File: src/rtl/shift_pkg.sv
// Shared encodings for the sequential shifter: operation modes and FSM states.
package shift_pkg;

  localparam logic [1:0] MODE_ROR = 2'b00;
  localparam logic [1:0] MODE_LSL = 2'b01;
  localparam logic [1:0] MODE_LSR = 2'b10;
  localparam logic [1:0] MODE_ASR = 2'b11;

  typedef enum logic [1:0] {
    S_IDLE  = 2'd0,
    S_SHIFT = 2'd1,
    S_DONE  = 2'd2
  } state_e;

endpackage

File: src/rtl/shift_step.sv
// One combinational shift/rotate step of 0..STEP positions, plus the last bit
// pushed out of the word during that step.
module shift_step
  import shift_pkg::*;
#(
  parameter int WIDTH = 16,
  parameter int STEP  = 1,
  parameter int KW    = $clog2(STEP + 1)
) (
  input  logic [WIDTH-1:0] val_i,
  input  logic [1:0]       mode_i,
  input  logic [KW-1:0]    k_i,
  output logic [WIDTH-1:0] res_o,
  output logic             carry_o
);

  logic [WIDTH-1:0] ror_res;

  // Each mode is a single shifter on a word widened by one guard bit, so the
  // bit that falls off the end lands in the guard position and becomes carry.
  // ASR keeps the sign because the working MSB always equals the original MSB.
  always_comb begin
    res_o   = '0;
    carry_o = 1'b0;
    ror_res = WIDTH'({val_i, val_i} >> k_i);
    case (mode_i)
      MODE_LSL: {carry_o, res_o} = {1'b0, val_i} << k_i;
      MODE_LSR: {res_o, carry_o} = {val_i, 1'b0} >> k_i;
      MODE_ASR: {res_o, carry_o} = $signed({val_i, 1'b0}) >>> k_i;
      default: begin
        res_o   = ror_res;
        carry_o = ror_res[WIDTH-1];
      end
    endcase
  end

endmodule

File: src/rtl/seq_shifter.sv
// Multi-cycle shifter/rotator: accepts one operand, walks it STEP bits per
// clock through shift_step, then holds the result until the consumer takes it.
//
// state   | meaning
// --------+---------------------------------------------------------------
// S_IDLE  | waiting for a request; in_ready high
// S_SHIFT | working register being shifted, rem_q positions still to go
// S_DONE  | result/flags registered and presented; out_valid high
module seq_shifter
  import shift_pkg::*;
#(
  parameter int WIDTH = 16,
  parameter int STEP  = 1,
  parameter int AMT_W = $clog2(WIDTH)
) (
  input  logic             clk,
  input  logic             rst_n,
  input  logic             in_valid,
  output logic             in_ready,
  input  logic [WIDTH-1:0] in_data,
  input  logic [AMT_W-1:0] in_amt,
  input  logic [1:0]       in_mode,
  output logic             out_valid,
  input  logic             out_ready,
  output logic [WIDTH-1:0] out_data,
  output logic             out_carry,
  output logic             out_zero
);

  localparam int KW  = $clog2(STEP + 1);
  localparam int AW1 = AMT_W + 1;
  // When STEP == WIDTH the truncated STEP_R is never used: rem_q can never
  // reach STEP, so every step is a partial one.
  localparam logic [AW1-1:0]   STEP_A = AW1'(STEP);
  localparam logic [AMT_W-1:0] STEP_R = AMT_W'(STEP);

  state_e           state_q, state_d;
  logic [WIDTH-1:0] data_q, data_d;
  logic [1:0]       mode_q, mode_d;
  logic [AMT_W-1:0] rem_q, rem_d;
  logic [WIDTH-1:0] out_data_q, out_data_d;
  logic             out_carry_q, out_carry_d;
  logic             out_zero_q, out_zero_d;

  logic             step_full;
  logic [KW-1:0]    step_k;
  logic [AMT_W-1:0] rem_next;
  logic [WIDTH-1:0] step_res;
  logic             step_carry;

  // Step size for this cycle: a full STEP, or whatever remains if smaller.
  always_comb begin
    step_full = ({1'b0, rem_q} >= STEP_A);
    step_k    = step_full ? KW'(STEP) : KW'(rem_q);
    rem_next  = step_full ? (rem_q - STEP_R) : '0;
  end

  shift_step #(
    .WIDTH (WIDTH),
    .STEP  (STEP),
    .KW    (KW)
  ) u_step (
    .val_i   (data_q),
    .mode_i  (mode_q),
    .k_i     (step_k),
    .res_o   (step_res),
    .carry_o (step_carry)
  );

  // Next-state and datapath updates; outputs are only rewritten on DONE entry.
  always_comb begin
    state_d     = state_q;
    data_d      = data_q;
    mode_d      = mode_q;
    rem_d       = rem_q;
    out_data_d  = out_data_q;
    out_carry_d = out_carry_q;
    out_zero_d  = out_zero_q;
    case (state_q)
      S_IDLE: begin
        if (in_valid) begin
          data_d = in_data;
          mode_d = in_mode;
          rem_d  = in_amt;
          if (in_amt == '0) begin
            state_d     = S_DONE;
            out_data_d  = in_data;
            out_carry_d = 1'b0;
            out_zero_d  = (in_data == '0);
          end else begin
            state_d = S_SHIFT;
          end
        end
      end
      S_SHIFT: begin
        data_d = step_res;
        rem_d  = rem_next;
        if (rem_next == '0) begin
          state_d     = S_DONE;
          out_data_d  = step_res;
          out_carry_d = step_carry;
          out_zero_d  = (step_res == '0);
        end
      end
      S_DONE: begin
        if (out_ready) state_d = S_IDLE;
      end
      default: state_d = S_IDLE;
    endcase
  end

  // State and datapath registers; reset drops any in-flight operation.
  always_ff @(posedge clk or negedge rst_n) begin
    if (!rst_n) begin
      state_q     <= S_IDLE;
      data_q      <= '0;
      mode_q      <= MODE_ROR;
      rem_q       <= '0;
      out_data_q  <= '0;
      out_carry_q <= 1'b0;
      out_zero_q  <= 1'b0;
    end else begin
      state_q     <= state_d;
      data_q      <= data_d;
      mode_q      <= mode_d;
      rem_q       <= rem_d;
      out_data_q  <= out_data_d;
      out_carry_q <= out_carry_d;
      out_zero_q  <= out_zero_d;
    end
  end

  assign in_ready  = (state_q == S_IDLE);
  assign out_valid = (state_q == S_DONE);
  assign out_data  = out_data_q;
  assign out_carry = out_carry_q;
  assign out_zero  = out_zero_q;

endmodule

File: config.mk
export PLATFORM = sky130hd
export DESIGN_NAME = seq_shifter
export DESIGN_NICKNAME = d
export VERILOG_FILES = /design/src/rtl/shift_pkg.sv /design/src/rtl/shift_step.sv /design/src/rtl/seq_shifter.sv
export SDC_FILE = /design/constraint.sdc
export NUM_CORES = 1
export LEC_CHECK = 0
export ABC_AREA = 1
export ABC_CLOCK_PERIOD_IN_PS = 2100
export BUFFER_PORTS_ARGS = -buffer_cell sky130_fd_sc_hd__buf_2
export CORE_MARGIN = 1
export CORE_UTILIZATION = 45
export DETAILED_ROUTE_END_ITERATION = 8
export PLACE_DENSITY = 0.67
export SLEW_MARGIN = 20
export SYNTH_ARGS = -nofsm -noshare
export SYNTH_HDL_FRONTEND = slang
export SYNTH_SLANG_ARGS = --single-unit
File: constraint.sdc
create_clock -name clk -period 2.1 [get_ports clk]
set_input_delay 0.21 -clock clk [delete_from_list [all_inputs] [get_ports clk]]
set_output_delay 0.21 -clock clk [all_outputs]
set_load 0.005 [all_outputs]
Word level (Yosys, flattened, before mapping)
Index checks and enable logic that the tools add are counted.
{ "classes": {"n_eq_ne": 9, "add_sub_neg": 1, "magnitude_cmp": 1, "n_shift": 4, "n_reduce_logical": 10, "mux": 25} }
{ "op_table": {"columns": ["op", "n"], "rows": [
  ["two-way mux 16 bit", 4],
  ["case mux 16 bit (2 select lines)", 2],
  ["case mux 16 bit (3 select lines)", 1],
  ["zero test 16 bit", 2],
  ["right shift 32 x 1 -> 16 bit", 1],
  ["<< shifter 16 x 1 -> 17 bit", 1],
  ["right shift 17 x 1 -> 17 bit", 1],
  [">>> shifter 17 x 1 -> 17 bit", 1],
  ["zero test 4 bit", 2],
  ["two-way mux 2 bit", 4],
  ["two-way mux 4 bit", 2],
  ["case mux 4 bit (2 select lines)", 1],
  ["two-way mux 1 bit", 7],
  ["== test 2 bit, second input constant", 3],
  ["case mux 2 bit (3 select lines)", 1],
  ["== test 2 x 1 -> 1 bit, second input constant", 2],
  [">= comparator 4 x 1 -> 1 bit, second input constant", 1],
  ["!= test 2 x 1 -> 1 bit, second input constant", 2],
  ["!= test 2 bit, second input constant", 2],
  ["case mux 1 bit (2 select lines)", 2],
  ["AND reduction 2 bit", 2],
  ["AND reduction 4 bit", 1],
  ["subtractor 4 x 1 -> 4 bit, second input constant", 1],
  ["case mux 1 bit (3 select lines)", 1],
  ["3 further kinds", 3]
]} }
{ "totals": {"register_bits": 42, "output_inout_bits": 20, "in_bits": 26, "wordCells": 57} }

Longest topological paths before layout
{ "depth": {"word_depth": 7, "mapped_depth": 15, "depth_no_buf": 14} }

By module
A second synthesis with hierarchy kept.
{ "hier_totals": {"hier_cells": 355, "hier_area_um2": 2702.6} }
{ "modules_own_cells": {"columns": ["module", "area_each_um2", "n_inst", "cells_each", "seq_area_each_um2"], "rows": [
  ["seq_shifter", 2245.9, 1, 258, 1051.0],
  ["shift_step", 456.7, 1, 97, 0.0]
]} }

Worst setup path after synthesis
OpenSTA, ideal clock, no wires.
{ "synth_timing": {"path_kind": "flip-flop to flip-flop", "from": "reg rem_q[0]", "to": "reg out_data_q[10] (netlist: out_data[10])", "path_buffers": 1, "t_arrival_ps": 1763, "required_time_ps": 1984, "path_slack_ps": 220, "setup_time_ps": 116, "path_stages_with_launch": 15, "period_less_slack_ps": 1880, "cell_sequence": "dfrtp_1 -> inv_2 -> ha_1 -> inv_1 -> nor2_4 -> nand2_4 -> o21ai_1 -> nand3_1 -> nand2_1 -> o21ai_2 -> nor2_8 -> inv_2 -> buf_2 -> nand2_1 -> nand2_1"} }
{ "synth_between": {"elab_chain_len": 6, "word_cells_on_any_way": 14, "cone_classes": "1 x add/sub; 1 x order compare; 1 x eq/ne; 4 x shift; 5 x mux; 2 x reduce/logical"} }
{ "synth_lines": {"columns": ["element", "line", "source"], "rows": [
  ["from (decl)", "seq_shifter.sv:40", "logic [AMT_W-1:0] rem_q, rem_d;"],
  ["from (signal assigned)", "seq_shifter.sv:126", "rem_q <= rem_d;"],
  [">= comparator 4 x 1 -> 1 bit", "seq_shifter.sv:53", "step_full = ({1'b0, rem_q} >= STEP_A);"],
  ["two-way mux 1 bit", "seq_shifter.sv:54", "step_k = step_full ? KW'(STEP) : KW'(rem_q);"],
  ["right shift 32 x 1 -> 16 bit (tied with other cells)", "shift_step.sv:25", "ror_res = WIDTH'({val_i, val_i} >> k_i);"],
  ["case mux 16 bit (3 select lines)", "shift_step.sv:26", "case (mode_i)"],
  ["two-way mux 16 bit", "seq_shifter.sv:98", "if (rem_next == '0) begin"],
  ["case mux 16 bit (2 select lines)", "seq_shifter.sv:79", "case (state_q)"],
  ["to (signal assigned)", "seq_shifter.sv:127", "out_data_q <= out_data_d;"],
  ["to (decl)", "seq_shifter.sv:41", "logic [WIDTH-1:0] out_data_q, out_data_d;"]
]} }
Parallel ways exist; a longest one is shown, timed or not. The select of a mux whose other input is x is not followed.
A chain may end at the register's enable or synchronous reset.

Worst setup path in the final report
{ "layout_timing": {"from": "reg rem_q[0]", "to": "reg out_zero_q (netlist: out_zero)"} }
{ "layout_between": {"elab_chain_len": 7, "word_cells_on_any_way": 15, "cone_classes": "1 x add/sub; 1 x order compare; 1 x eq/ne; 4 x shift; 5 x mux; 3 x reduce/logical"} }
{ "layout_lines": {"columns": ["element", "line", "source"], "rows": [
  [">= comparator 4 x 1 -> 1 bit", "seq_shifter.sv:53", null],
  ["two-way mux 1 bit", "seq_shifter.sv:54", null],
  ["right shift 32 x 1 -> 16 bit (tied with other cells)", "shift_step.sv:25", null],
  ["case mux 16 bit (3 select lines)", "shift_step.sv:26", null],
  ["zero test 16 bit", "seq_shifter.sv:102", "out_zero_d = (step_res == '0);"],
  ["two-way mux 1 bit", "seq_shifter.sv:98", null],
  ["case mux 1 bit (2 select lines)", "seq_shifter.sv:79", null],
  ["to (signal assigned)", "seq_shifter.sv:129", "out_zero_q <= out_zero_d;"],
  ["to (decl)", "seq_shifter.sv:43", "logic out_zero_q, out_zero_d;"]
]} }
Parallel ways exist; a longest one is shown, timed or not. The select of a mux whose other input is x is not followed.

==> run metrics <==
run status=finished clean; fin crit share=a little over nine tenths; port buffer count=between 40 and 50; Skew-Pair Late Insertion Delay=roughly 0.3 ns; hold crit path type=in -> reg; slew margin rel.=roughly three fifths; Critical Path End Type=register; Die H=roughly 77 um; Syn-to-layout area delta=23.2%; Remaining DRCs=0; wire length per cell=13.5 um; leading area contributor after synthesis=dfrtp_1; die area=5890 sq um; CTS root buffer=clkbuf_8; Placed Area=2870 sq um; CP cell instances=inv_2 -> ha_4 -> inv_2 -> nor2_4 -> nand2_4 -> nor2_4 -> buf_6 -> nor2_2 -> nor2_1 -> nand3_1 -> nor2_1 -> nand3_1 -> nor2_1 -> nor2_1 -> nor2_1; cts bufs inserted=5; Reg clk slew, reported paths=roughly 0.090 ns; crit path kind=reg -> reg; fillers=between 500 and 600; nets=about 450; largest net degree at the start of global routing=33; Leakage=around 1.6 nW; gpl congestion=~0.90; gr usage total=roughly a quarter; CP max-delay cell=dfrtp_2; crit path DAT=around 2.2 ns; syn avg cell area=just under 7 sq um; Yosys reg bits=42; Die Span X=76.7 um; Final Hold Vio Count=0; share of layout cells above drive strength 1=roughly 25%; vias per cell=~5.2; Max clock buf depth=2; vias in the first global route=about 2.4k; PD cells=approximately 1800 nW/um^2; post-synthesis sequential area ratio=41.8%; Power Total=about 0.0055 W; core box area=5240 sq um; GRT Residual Overflow=0; Synth area leaders=dfrtp_1 42%, nand2_1 20%, nand3_1 7.8%, o21ai_1 5.4%, inv_1 4.5%; Final min period=2.00 ns; final clock skew=~0.0063 ns; Tightest Pin Transition=0.614 ns; clock sinks=between 40 and 50; top cell type's share of synthesized area=a little over two fifths; Max stage delay on crit path=~0.45 ns; DRT iter0 DRCs=197; Vias=between 2k and 3k; synthesized cell area=around 2500 sq um; final max-slew violation count=0; H-tree Lvls=2; DRT Wirelength=6590 um; first-pass GRT wire length=approximately 11,000 um; CTS tree=done; DP Wirelength=~4600 um; initial antenna violation count=0; Initial Utilization=48.0%; synthesis warning total=0; DRT antenna net count=0; std cell rows=26; cell repeated most along the worst path=nor2_1; Max rail drop VDD=approximately 1300 uV; I/O pins=46; max frequency=around 0.50 GHz; commonest non-fill, non-tap cells in the layout=132 x nand2_1, 45 x buf_2, 41 x dfrtp_1, 37 x nand3_1, 28 x inv_1; DRT Pass-1 Iters=5; Finished Cell Area=3090 sq um; ant diodes=0; most common cell after layout, fill and taps aside=nand2_1; final setup vio count=0; Synth Net Count=~400; WP data required=~2.3 ns; Cells after Synth=between 300 and 400; crit start category=register; crit-path max FO=6; Max-Cap Viols=0; Netlist cell types=31
## cells by family (layout without fill, tap and decap cells)
family                     after synthesis  in the layout  synth area share, %
adders and majority gates                2              2                0.996
and+or+nand+nor                        210            210                 36.6
DFF                                     42             42                 41.8
buffers and inverters                   55            112                 9.11
AOI/OAI and AO/OA                       52             52                 11.5
## worst paths after layout
path / endpoint / cells past startpoint / slack, ns / from
max: out_zero / 15 / 0.10 / rem_q[0]
min: state_q[1] / 2 / 0.07 / out_ready
max reg2reg: out_zero / 15 / 0.10 / rem_q[0]
min reg2reg: out_data[9] / 2 / 0.47 / out_data[9]
max in group asynchronous: rem_q[0] / 3 / 1.04 / rst_n
min in group asynchronous: out_data[9] / 2 / 0.45 / rst_n
## sequential cells by signal, indices dropped and copies added, names as in the netlist
register	cells
data_q	16
out_data	16
rem_q	4
mode_q	2
state_q	2
out_carry	1
out_zero	1
## synth_stat cells
library cell  count
a211oi_1          1
a21boi_0          1
a21o_1            1
a21oi_1           4
buf_2             9
buf_4             1
buf_6             1
clkbuf_1          5
clkinv_1          1
dfrtp_1          42
ha_1              2
inv_1            30
inv_2             8
nand2_1         132
nand2_2           1
nand2_4           1
nand3_1          39
nand4_1           5
nor2_1           20
nor2_2            2
nor2_4            3
nor2_8            1
nor4_1            4
o21a_1            1
o21ai_0          11
o21ai_1          27
o21ai_2           1
o221ai_1          3
o22ai_1           1
o31ai_1           1
or2_2             2
## routing by layer
layer / GRT usage (%) / part of all wire (%) / vias to the layer above
met3: 4.29 / 5.1 / 11
li1: - / - / 1275
met2: 42.1 / 47 / 84
met5: 0 / 0 / -
met4: 5.38 / 1.4 / 0
met1: 31.6 / 47 / 1148
## power breakdown
group / leakage, nW / switching [W] / internal (W)
registers: 0.520 / 0.000230 / 0.00122
clock network: 0.0514 / 0.000308 / 0.000355
logic: 1.08 / 0.00211 / 0.00128
total: 1.65 / 0.00265 / 0.00285
## per-stage QoR
step           std cells  TNS (ns)  setup WS (ns)  util (%)  hold slack, ns
2_1_floorplan        361         0          0.220         -         -0.0856
3_3_place_gp         472         0          0.165      54.8           0.250
3_5_place_dp         472         0          0.114      54.8           0.251
4_1_cts              481         0         0.0803      57.1          0.0636
5_1_grt              488   -0.0464        -0.0464      59.1          0.0582
6_report             488         0          0.101      59.1          0.0670
## area by class of cell
cell class	count	area, sq um	share of cell area (%)
Multi-Input combinational cell	264	1280	41.3
Sequential cell	42	1050	34.0
Timing Repair Buffer	65	419	13.5
Inverter	39	146	4.73
Tap cell	70	87.6	2.83
Clock buffer	6	72.6	2.35
Clock inverter	2	37.5	1.21
## worst max-delay path: cells and delay by family (launching register included)
family        cells  cell delay, ns
fa+ha+maj         1            0.13
flops             1            0.45
buf+inv           3            0.25
simple gates     11            1.09
## repair_timing
| action | in CTS | in global routing |
|---|---|---|
| setup buffers | 0 | 7 |
| setup endpoints to repair | 0 | 23 |
| hold endpoints to repair | 24 | 0 |
| hold buffers | 1 | 0 |
| gates resized for setup | 0 | 16 |
(Power assumes the default switching activity.)
